--- config.mk ---
export PLATFORM = sky130hd
export DESIGN_NAME = request_scheduler
export DESIGN_NICKNAME = d
export VERILOG_FILES = /design/src/rtl/afu_base_pkg.sv /design/src/rtl/request_scheduler_arbiter.sv /design/src/rtl/request_scheduler.sv
export SDC_FILE = /design/constraint.sdc
export NUM_CORES = 1
export LEC_CHECK = 0
export BUFFER_PORTS_ARGS = -buffer_cell sky130_fd_sc_hd__buf_2
export CAP_MARGIN = 0
export CORE_MARGIN = 2
export CORE_UTILIZATION = 40
export CTS_CLUSTER_SIZE = 16
export DETAILED_ROUTE_END_ITERATION = 12
export PLACE_DENSITY = 0.72
export SYNTH_ARGS = -nofsm -noshare
export SYNTH_HDL_FRONTEND = slang
export SYNTH_SLANG_ARGS = --single-unit
--- constraint.sdc ---
create_clock -name clk -period 3.7 [get_ports clk]
set_input_delay 0.185 -clock clk [delete_from_list [all_inputs] [get_ports clk]]
set_output_delay 0.185 -clock clk [all_outputs]
set_load 0.01 [all_outputs]
--- src/rtl/afu_base_pkg.sv ---
// Shared AFU definitions: scheduler FSM state and the two-way round-robin pick.
package afu_base;

  typedef enum logic [1:0] {
    RUN   = 2'd0,
    DRAIN = 2'd1,
    DONE  = 2'd2
  } sched_state_t;

  // One-hot pick between two requesters; rr_ptr names the favoured one on a tie.
  function automatic logic [1:0] rr_pick(input logic [1:0] req, input logic rr_ptr);
    logic [1:0] pick;
    pick = 2'b00;
    case (req)
      2'b01:   pick = 2'b01;
      2'b10:   pick = 2'b10;
      2'b11:   pick = rr_ptr ? 2'b10 : 2'b01;
      default: pick = 2'b00;
    endcase
    return pick;
  endfunction

endpackage

--- src/rtl/request_scheduler_arbiter.sv ---
// Two-requester round-robin arbiter with a zero-latency grant and a registered priority pointer.
module rr_arbiter_2
  import afu_base::*;
(
  input  logic       clk,
  input  logic       reset,
  input  logic [1:0] req,
  input  logic       enable,
  output logic [1:0] grant
);

  logic rr_ptr_reg;
  logic rr_ptr_next;

  always_comb begin
    grant = 2'b00;
    if (enable) begin
      grant = rr_pick(req, rr_ptr_reg);
    end
  end

  // Priority passes to the other requester after any grant; it holds otherwise.
  always_comb begin
    rr_ptr_next = rr_ptr_reg;
    if (grant[0]) begin
      rr_ptr_next = 1'b1;
    end else if (grant[1]) begin
      rr_ptr_next = 1'b0;
    end
  end

  always_ff @(posedge clk) begin
    if (reset) begin
      rr_ptr_reg <= 1'b0;
    end else begin
      rr_ptr_reg <= rr_ptr_next;
    end
  end

endmodule

--- src/rtl/request_scheduler.sv ---
// Channel-0 read request scheduler: arbitrates two requesters, tracks in-flight reads
// against a credit limit, and supports a drain/quiesce handshake.
module request_scheduler
  import afu_base::*;
#(
  parameter int MAX_OUTSTANDING = 64,
  parameter int COUNT_WIDTH     = 7
) (
  input  logic                   clk,
  input  logic                   reset,
  input  logic [1:0]             req_valid,
  output logic [1:0]             req_grant,
  input  logic                   tx_almost_full,
  input  logic                   resp_valid,
  input  logic                   drain,
  output logic [COUNT_WIDTH-1:0] outstanding,
  output logic                   drained,
  output logic                   underflow_err
);

  localparam logic [COUNT_WIDTH-1:0] MAX_COUNT = COUNT_WIDTH'(MAX_OUTSTANDING);

  sched_state_t           state_reg;
  logic [COUNT_WIDTH-1:0] outstanding_reg;
  logic [COUNT_WIDTH-1:0] outstanding_next;
  logic                   drained_reg;
  logic                   underflow_err_reg;
  logic                   underflow_hit;
  logic                   can_issue;
  logic                   arb_enable;
  logic                   granted;

  // The limit compares against the registered count, so a same-cycle response
  // at the limit frees a slot only from the next cycle on.
  assign can_issue  = (state_reg == RUN) && !tx_almost_full && (outstanding_reg < MAX_COUNT);
  assign arb_enable = can_issue && !reset;

  rr_arbiter_2 u_arbiter (
    .clk    (clk),
    .reset  (reset),
    .req    (req_valid),
    .enable (arb_enable),
    .grant  (req_grant)
  );

  assign granted = |req_grant;

  always_comb begin
    outstanding_next = outstanding_reg;
    underflow_hit    = 1'b0;
    if (granted && !resp_valid) begin
      outstanding_next = outstanding_reg + COUNT_WIDTH'(1);
    end else if (resp_valid && !granted) begin
      if (outstanding_reg == '0) begin
        underflow_hit = 1'b1;
      end else begin
        outstanding_next = outstanding_reg - COUNT_WIDTH'(1);
      end
    end
  end

  always_ff @(posedge clk) begin
    if (reset) begin
      state_reg         <= RUN;
      outstanding_reg   <= '0;
      drained_reg       <= 1'b0;
      underflow_err_reg <= 1'b0;
    end else begin
      outstanding_reg <= outstanding_next;
      if (underflow_hit) begin
        underflow_err_reg <= 1'b1;
      end
      case (state_reg)
        RUN: begin
          drained_reg <= 1'b0;
          if (drain) begin
            state_reg <= DRAIN;
          end
        end
        // Drain deassertion is ignored here; only an empty pipeline ends the drain.
        DRAIN: begin
          if (outstanding_reg == '0) begin
            state_reg   <= DONE;
            drained_reg <= 1'b1;
          end
        end
        DONE: begin
          if (!drain) begin
            state_reg   <= RUN;
            drained_reg <= 1'b0;
          end
        end
        default: begin
          state_reg   <= RUN;
          drained_reg <= 1'b0;
        end
      endcase
    end
  end

  assign outstanding   = outstanding_reg;
  assign drained       = drained_reg;
  assign underflow_err = underflow_err_reg;

endmodule

# After elaboration in Yosys (flattened, before gate mapping)
# Cells that the tools add are included.
[totals]
reg_bits = 12
in_bits = 7
out_inout_bits = 11
wordCells = 52
[op_classes]
n_lt_le_gt_ge = 1
mux = 18
reduce_logical = 17
n_addsub = 2
n_eq_ne = 9
[op_table]
columns = ["op", "count"]
rows = [
  ["$mux 7", 3],
  ["$pmux 2 s3", 2],
  ["$mux 2", 5],
  ["$ne 2x2->1 const B", 4],
  ["$add 7x1->7 const B", 1],
  ["$logic_not 7->1", 1],
  ["$lt 7x7->1 const B", 1],
  ["$mux 1", 7],
  ["$sub 7x1->7 const B", 1],
  ["$eq 2x2->1 const B", 3],
  ["$logic_and 1x1->1", 5],
  ["$eq 2x1->1 const B", 2],
  ["$logic_not 1->1", 4],
  ["$reduce_and 2->1", 2],
  ["$reduce_bool 2->1", 2],
  ["$reduce_and 3->1", 1],
  ["$logic_not 2->1", 1],
  ["$pmux 1 s2", 1],
  ["$reduce_or 2->1", 1],
]

# Logic depth before layout (Yosys ltp)
[depth]
ltp_word = 10
ltp_mapped = 12
depth_no_buf = 12

# By module
# A second synthesis with hierarchy kept.
[hier_totals]
hier_cells = 89
hier_area_um2 = 759.5
[by_module_without_submodules]
columns = ["module", "cells_each", "n_inst", "seq_area_each_um2", "area_each_um2"]
rows = [
  ["request_scheduler", 80, 1, 220.2, 696.9],
  ["rr_arbiter_2", 9, 1, 20.0, 62.6],
]

# Worst setup path before layout
# OpenSTA, ideal clock, no wires.
[synth_path]
kind = "register to register"
start = "register state_reg[1]"
end = "register outstanding_reg[6] (netlist: outstanding[6])"
path_stages_with_launch = 13
path_buffers = 0
synth_period_minus_slack_ns = 3.097
setup_slack_ns = 0.603
required_time_ns = 3.577
arrival_time_ns = 2.974
setup_time_ns = 0.123
path_cell_list = "dfxtp_1 -> or4_1 -> nor2_1 -> and3_2 -> or2_2 -> ha_1 -> inv_1 -> fa_1 -> a211oi_2 -> o21bai_1 -> a21oi_1 -> mux2i_1 -> mux2_1"
[synth_via]
elab_chain_len = 10
elab_cells_between_ends = 13
cone_classes = "eq/ne (1); mux (2); reduce/logical (10)"
[synth_lines]
columns = ["item", "line", "rtl"]
rows = [
  ["start, declared", "request_scheduler.sv:23", "sched_state_t state_reg;"],
  ["start signal, assigned", "request_scheduler.sv:64", "state_reg <= RUN;"],
  ["start signal, assigned", "request_scheduler.sv:77", "state_reg <= DRAIN;"],
  ["start signal, assigned", "request_scheduler.sv:83", "state_reg <= DONE;"],
  ["$logic_not 2->1 *", "request_scheduler.sv:35", "assign can_issue = (state_reg == RUN) && !tx_almost_full && (outstanding_reg < MAX_COUNT);"],
  ["$logic_and 1x1->1 * (2 in series)", "request_scheduler.sv:35", ""],
  ["$logic_and 1x1->1 *", "request_scheduler.sv:36", "assign arb_enable = can_issue && !reset;"],
  ["$mux 2 *", "request_scheduler_arbiter.sv:17", "if (enable) begin"],
  ["named net req_grant[1]", "request_scheduler.sv:12", "output logic [1:0] req_grant,"],
  ["$reduce_or 2->1 *", "request_scheduler.sv:46", "assign granted = |req_grant;"],
  ["$logic_not 1->1", "request_scheduler.sv:53", "end else if (resp_valid && !granted) begin"],
  ["$logic_and 1x1->1", "request_scheduler.sv:53", ""],
  ["$reduce_bool 2->1 (no line)", "-", ""],
  ["$reduce_and 2->1 (no line)", "-", ""],
  ["end signal, assigned", "request_scheduler.sv:69", "outstanding_reg <= outstanding_next;"],
  ["end, declared", "request_scheduler.sv:24", "logic [COUNT_WIDTH-1:0] outstanding_reg;"],
]
# The timed path passes the listed nets; every way through them passes the cells marked *.
# A chain may end at the register's enable or synchronous reset.

# Worst setup path in the final report
[layout_path]
start = "register state_reg[1]"
end = "register outstanding_reg[6] (netlist: outstanding[6])"
[layout_via]
elab_chain_len = 10
elab_cells_between_ends = 13
cone_classes = "eq/ne (1); mux (2); reduce/logical (10)"
[layout_lines]
columns = ["item", "line"]
rows = [
  ["$logic_not 2->1 *", "request_scheduler.sv:35"],
  ["$logic_and 1x1->1 * (2 in series)", "request_scheduler.sv:35"],
  ["$logic_and 1x1->1 *", "request_scheduler.sv:36"],
  ["$mux 2 *", "request_scheduler_arbiter.sv:17"],
  ["$reduce_or 2->1 *", "request_scheduler.sv:46"],
  ["$logic_not 1->1", "request_scheduler.sv:53"],
  ["$logic_and 1x1->1", "request_scheduler.sv:53"],
  ["$reduce_bool 2->1 (no line)", "-"],
  ["$reduce_and 2->1 (no line)", "-"],
]
# Mark *: on every way between the ends. The rest lies on a longest branch, timed or not.

==> results.sh <==
export IMPL_finalSetupViolations=0
export IMPL_synth_distinct_cells=38
export IMPL_largest_reg_flops=7
export IMPL_finalCritPeriodShare=0.8842
export IMPL_dpl_cell_area_um2=883.3
export IMPL_wl_mm=1.584
export IMPL_relSlewSlack=0.6456
export IMPL_overflow=0
export IMPL_hold_viol_final=0
export IMPL_coreArea_um2=1783
export IMPL_ys_seq_area_frac=0.3072
export IMPL_grt_max_degree=17
export IMPL_syn_area_um2=782.0
export IMPL_die_w_um=48.22
export IMPL_grt_pass1_wl_mm=2.566
export IMPL_final_cell_mix="17 x buf_2, 12 x dfxtp_1, 8 x nand2_1, 8 x a21oi_1, 7 x ha_1"
export IMPL_clock_sinks=12
export IMPL_clk_latency_ns=0.28
export IMPL_grt_util_met1=0.1843
export IMPL_arrival_ns=3.43
export IMPL_syn_avg_cell_area_um2=8.989
export IMPL_drt_wirelength_per_cell_um=12.09
export IMPL_pwr_density_cell_nw_per_um2=764.5
export IMPL_rsz0062_at_grt="no"
export IMPL_synthTopCellsByArea="dfxtp_1 31%, ha_1 11%, a21oi_1 5.1%"
export IMPL_setup_tns_ns=0
export IMPL_ios=18
export IMPL_status="finished, final reports clean"
export IMPL_die_h_um=48.22
export IMPL_min_period_ns=3.271
export IMPL_drc_errors=0
export IMPL_startpoint_type="flop"
export IMPL_dp_hpwl_mm=1.223
export IMPL_max_vdd_ir_drop_mv=0.3340
export IMPL_worstMarginPinSlew_ns=0.5317
export IMPL_hold_buffers=0
export IMPL_yosys_area_top_type="dfxtp_1"
export IMPL_ctsResizeCount=0
export IMPL_diodes=0
export IMPL_cts_buffers=3
export IMPL_worstPathMaxFanout=8
export IMPL_die_area_um2=2325
export IMPL_floorplan_initialDensity=0.4386
export IMPL_power_share_clock=0.150
export IMPL_final_cell_area_um2=919.6
export IMPL_drv_slew=0
export IMPL_tritoncts="done"
export IMPL_htreeDepth=1
export IMPL_mostFrequentLayoutCell="buf_2"
export IMPL_use_met2=0.2763
export IMPL_ys_warn_count=0
export IMPL_vias=694
export IMPL_drt_iter0_drc=9
export IMPL_syn_inst=87
export IMPL_p_int_mw=0.4169
export IMPL_port_buffers=17
export IMPL_required_ns=3.86
export IMPL_path_clk_slew_ns=0.07
export IMPL_cts_buffer_depth=2
export IMPL_comb_power_share=0.536
export IMPL_yosys_area_top_type_share=0.3072
export IMPL_grt_busiest_layer="met2"
export IMPL_fmax_mhz=305.7
export IMPL_gp_congestion=0.8991
export IMPL_rows=15
export IMPL_ctsRootBufferMaster="clkbuf_4"
export IMPL_hp_class="in -> reg"
export IMPL_final_nets=122
export IMPL_gr_usage_met3=0.05556
export IMPL_drive_above_1_share=0.2547
export IMPL_area_growth_pct=17.60
export IMPL_drtAntennaViolNets=0
export IMPL_synth_nets=102
export IMPL_power_switching_mw=0.2861
export IMPL_critical_path_class="reg -> reg"
export IMPL_grt_pass1_vias=615
export IMPL_seqPwrFrac=0.313
export IMPL_fin_worst_skew_ns=0.007960
export IMPL_via_per_inst=5.298
export IMPL_antenna_found_initial=0
export IMPL_first_pass_iters=4
export IMPL_grt_total_usage=0.1621
export IMPL_cts_setup_buffers=0
export IMPL_cap_violations=0
export IMPL_leakagePower_nw=0.4203
export IMPL_switching_share=0.4070
export IMPL_synth_seq_cells=12
export IMPL_endpoint_kind="flop"
==> power groups by stage <==
stage / Combinational [mW] / Clock [mW] / Sequential (mW)
finish: 0.377 / 0.106 / 0.220
global route: 0.420 / 0.112 / 0.229
CTS: 0.381 / 0.110 / 0.221
detailed placement: 0.376 / 0 / 0.223
global placement: 0.373 / 0 / 0.220
floorplan: 0.283 / 0 / 0.230
==> cell type report <==
type	count	area, µm²
inverter	3	11.26
clock buffer	4	36.28
tap	25	31.28
timing repair buffer	18	92.59
multi-input combinational	69	508.0
sequential	12	240.2
fill	181	863.3
==> Yosys cell counts <==
cell       count
a21o_1         2
inv_1          3
nor4_2         1
a211oi_2       1
nor4b_2        1
o21bai_1       2
and3_2         1
or4_1          1
xnor2_1        2
nor2_1         6
nand3b_1       1
nor4_1         1
nand2_1        8
o211ai_1       2
buf_6          1
a311o_1        1
or2_2          1
fa_1           1
o21ai_0        3
ha_1           7
a2111oi_0      1
clkbuf_1       1
a211oi_1       2
nand2b_1       1
a21oi_1        8
nand3_1        1
a31oi_1        1
and3_1         1
dfxtp_1       12
nor2b_1        4
mux2i_1        1
o21ba_1        1
nor3b_1        1
nor4b_1        1
and2b_1        1
mux2_1         1
a211o_1        2
buf_4          1
==> final timing paths <==
| check | start | slack (ns) | cells after the start | endpoint |
|---|---|---|---|---|
| setup / recovery | state_reg[1] | 0.43 | 12 | outstanding[6] |
| hold / removal | drain | 0.20 | 3 | state_reg[0] |
| setup reg to reg | state_reg[1] | 0.43 | 12 | outstanding[6] |
| hold reg to reg | underflow_err | 0.48 | 2 | underflow_err |
==> metrics by stage <==
stage | utilization | total power [mW] | std cells | setup WS, ns | hold slack (ns)
2_1_floorplan | - | 0.5123 | 87 | 0.6028 | 0.3576
3_3_place_gp | 0.4954 | 0.5928 | 127 | 0.4666 | 0.4460
3_5_place_dp | 0.4954 | 0.5999 | 127 | 0.4188 | 0.4653
4_1_cts | 0.5158 | 0.7117 | 131 | 0.4149 | 0.2005
6_report | 0.5158 | 0.7031 | 131 | 0.4286 | 0.2030
5_1_grt | 0.5158 | 0.7617 | 131 | 0.1289 | 0.2459
==> critical path, stage by stage, from the launching register on <==
cell      delay [ns]
dfxtp_1         0.36
or4_1           0.53
nor2_1          0.12
and3_1          0.20
or2_2           0.13
ha_1            0.17
inv_1           0.16
fa_1            0.47
a211oi_2        0.23
o21bai_1        0.10
a21oi_1         0.17
mux2i_1         0.21
mux2_1          0.33
==> per-layer routing <==
layer,up-vias,wire (µm)
li1,358,-
met1,323,741
met2,11,763
met3,2,65
met4,0,14
met5,-,0
==> cell families (layout without fill, tap and decap cells) <==
| group | count (synthesis) | in the layout | synth area share |
|---|---|---|---|
| buffers and inverters | 6 | 25 | 0.04320 |
| flip-flops | 12 | 12 | 0.3072 |
| AO/OA/AOI/OAI | 26 | 26 | 0.2304 |
| AND/OR/NAND/NOR | 31 | 31 | 0.2320 |
| multiplexers | 2 | 2 | 0.02720 |
| adder cells (fa/ha/maj) | 8 | 8 | 0.1376 |
| XOR/XNOR | 2 | 2 | 0.02240 |
(Power assumes the default switching activity.)
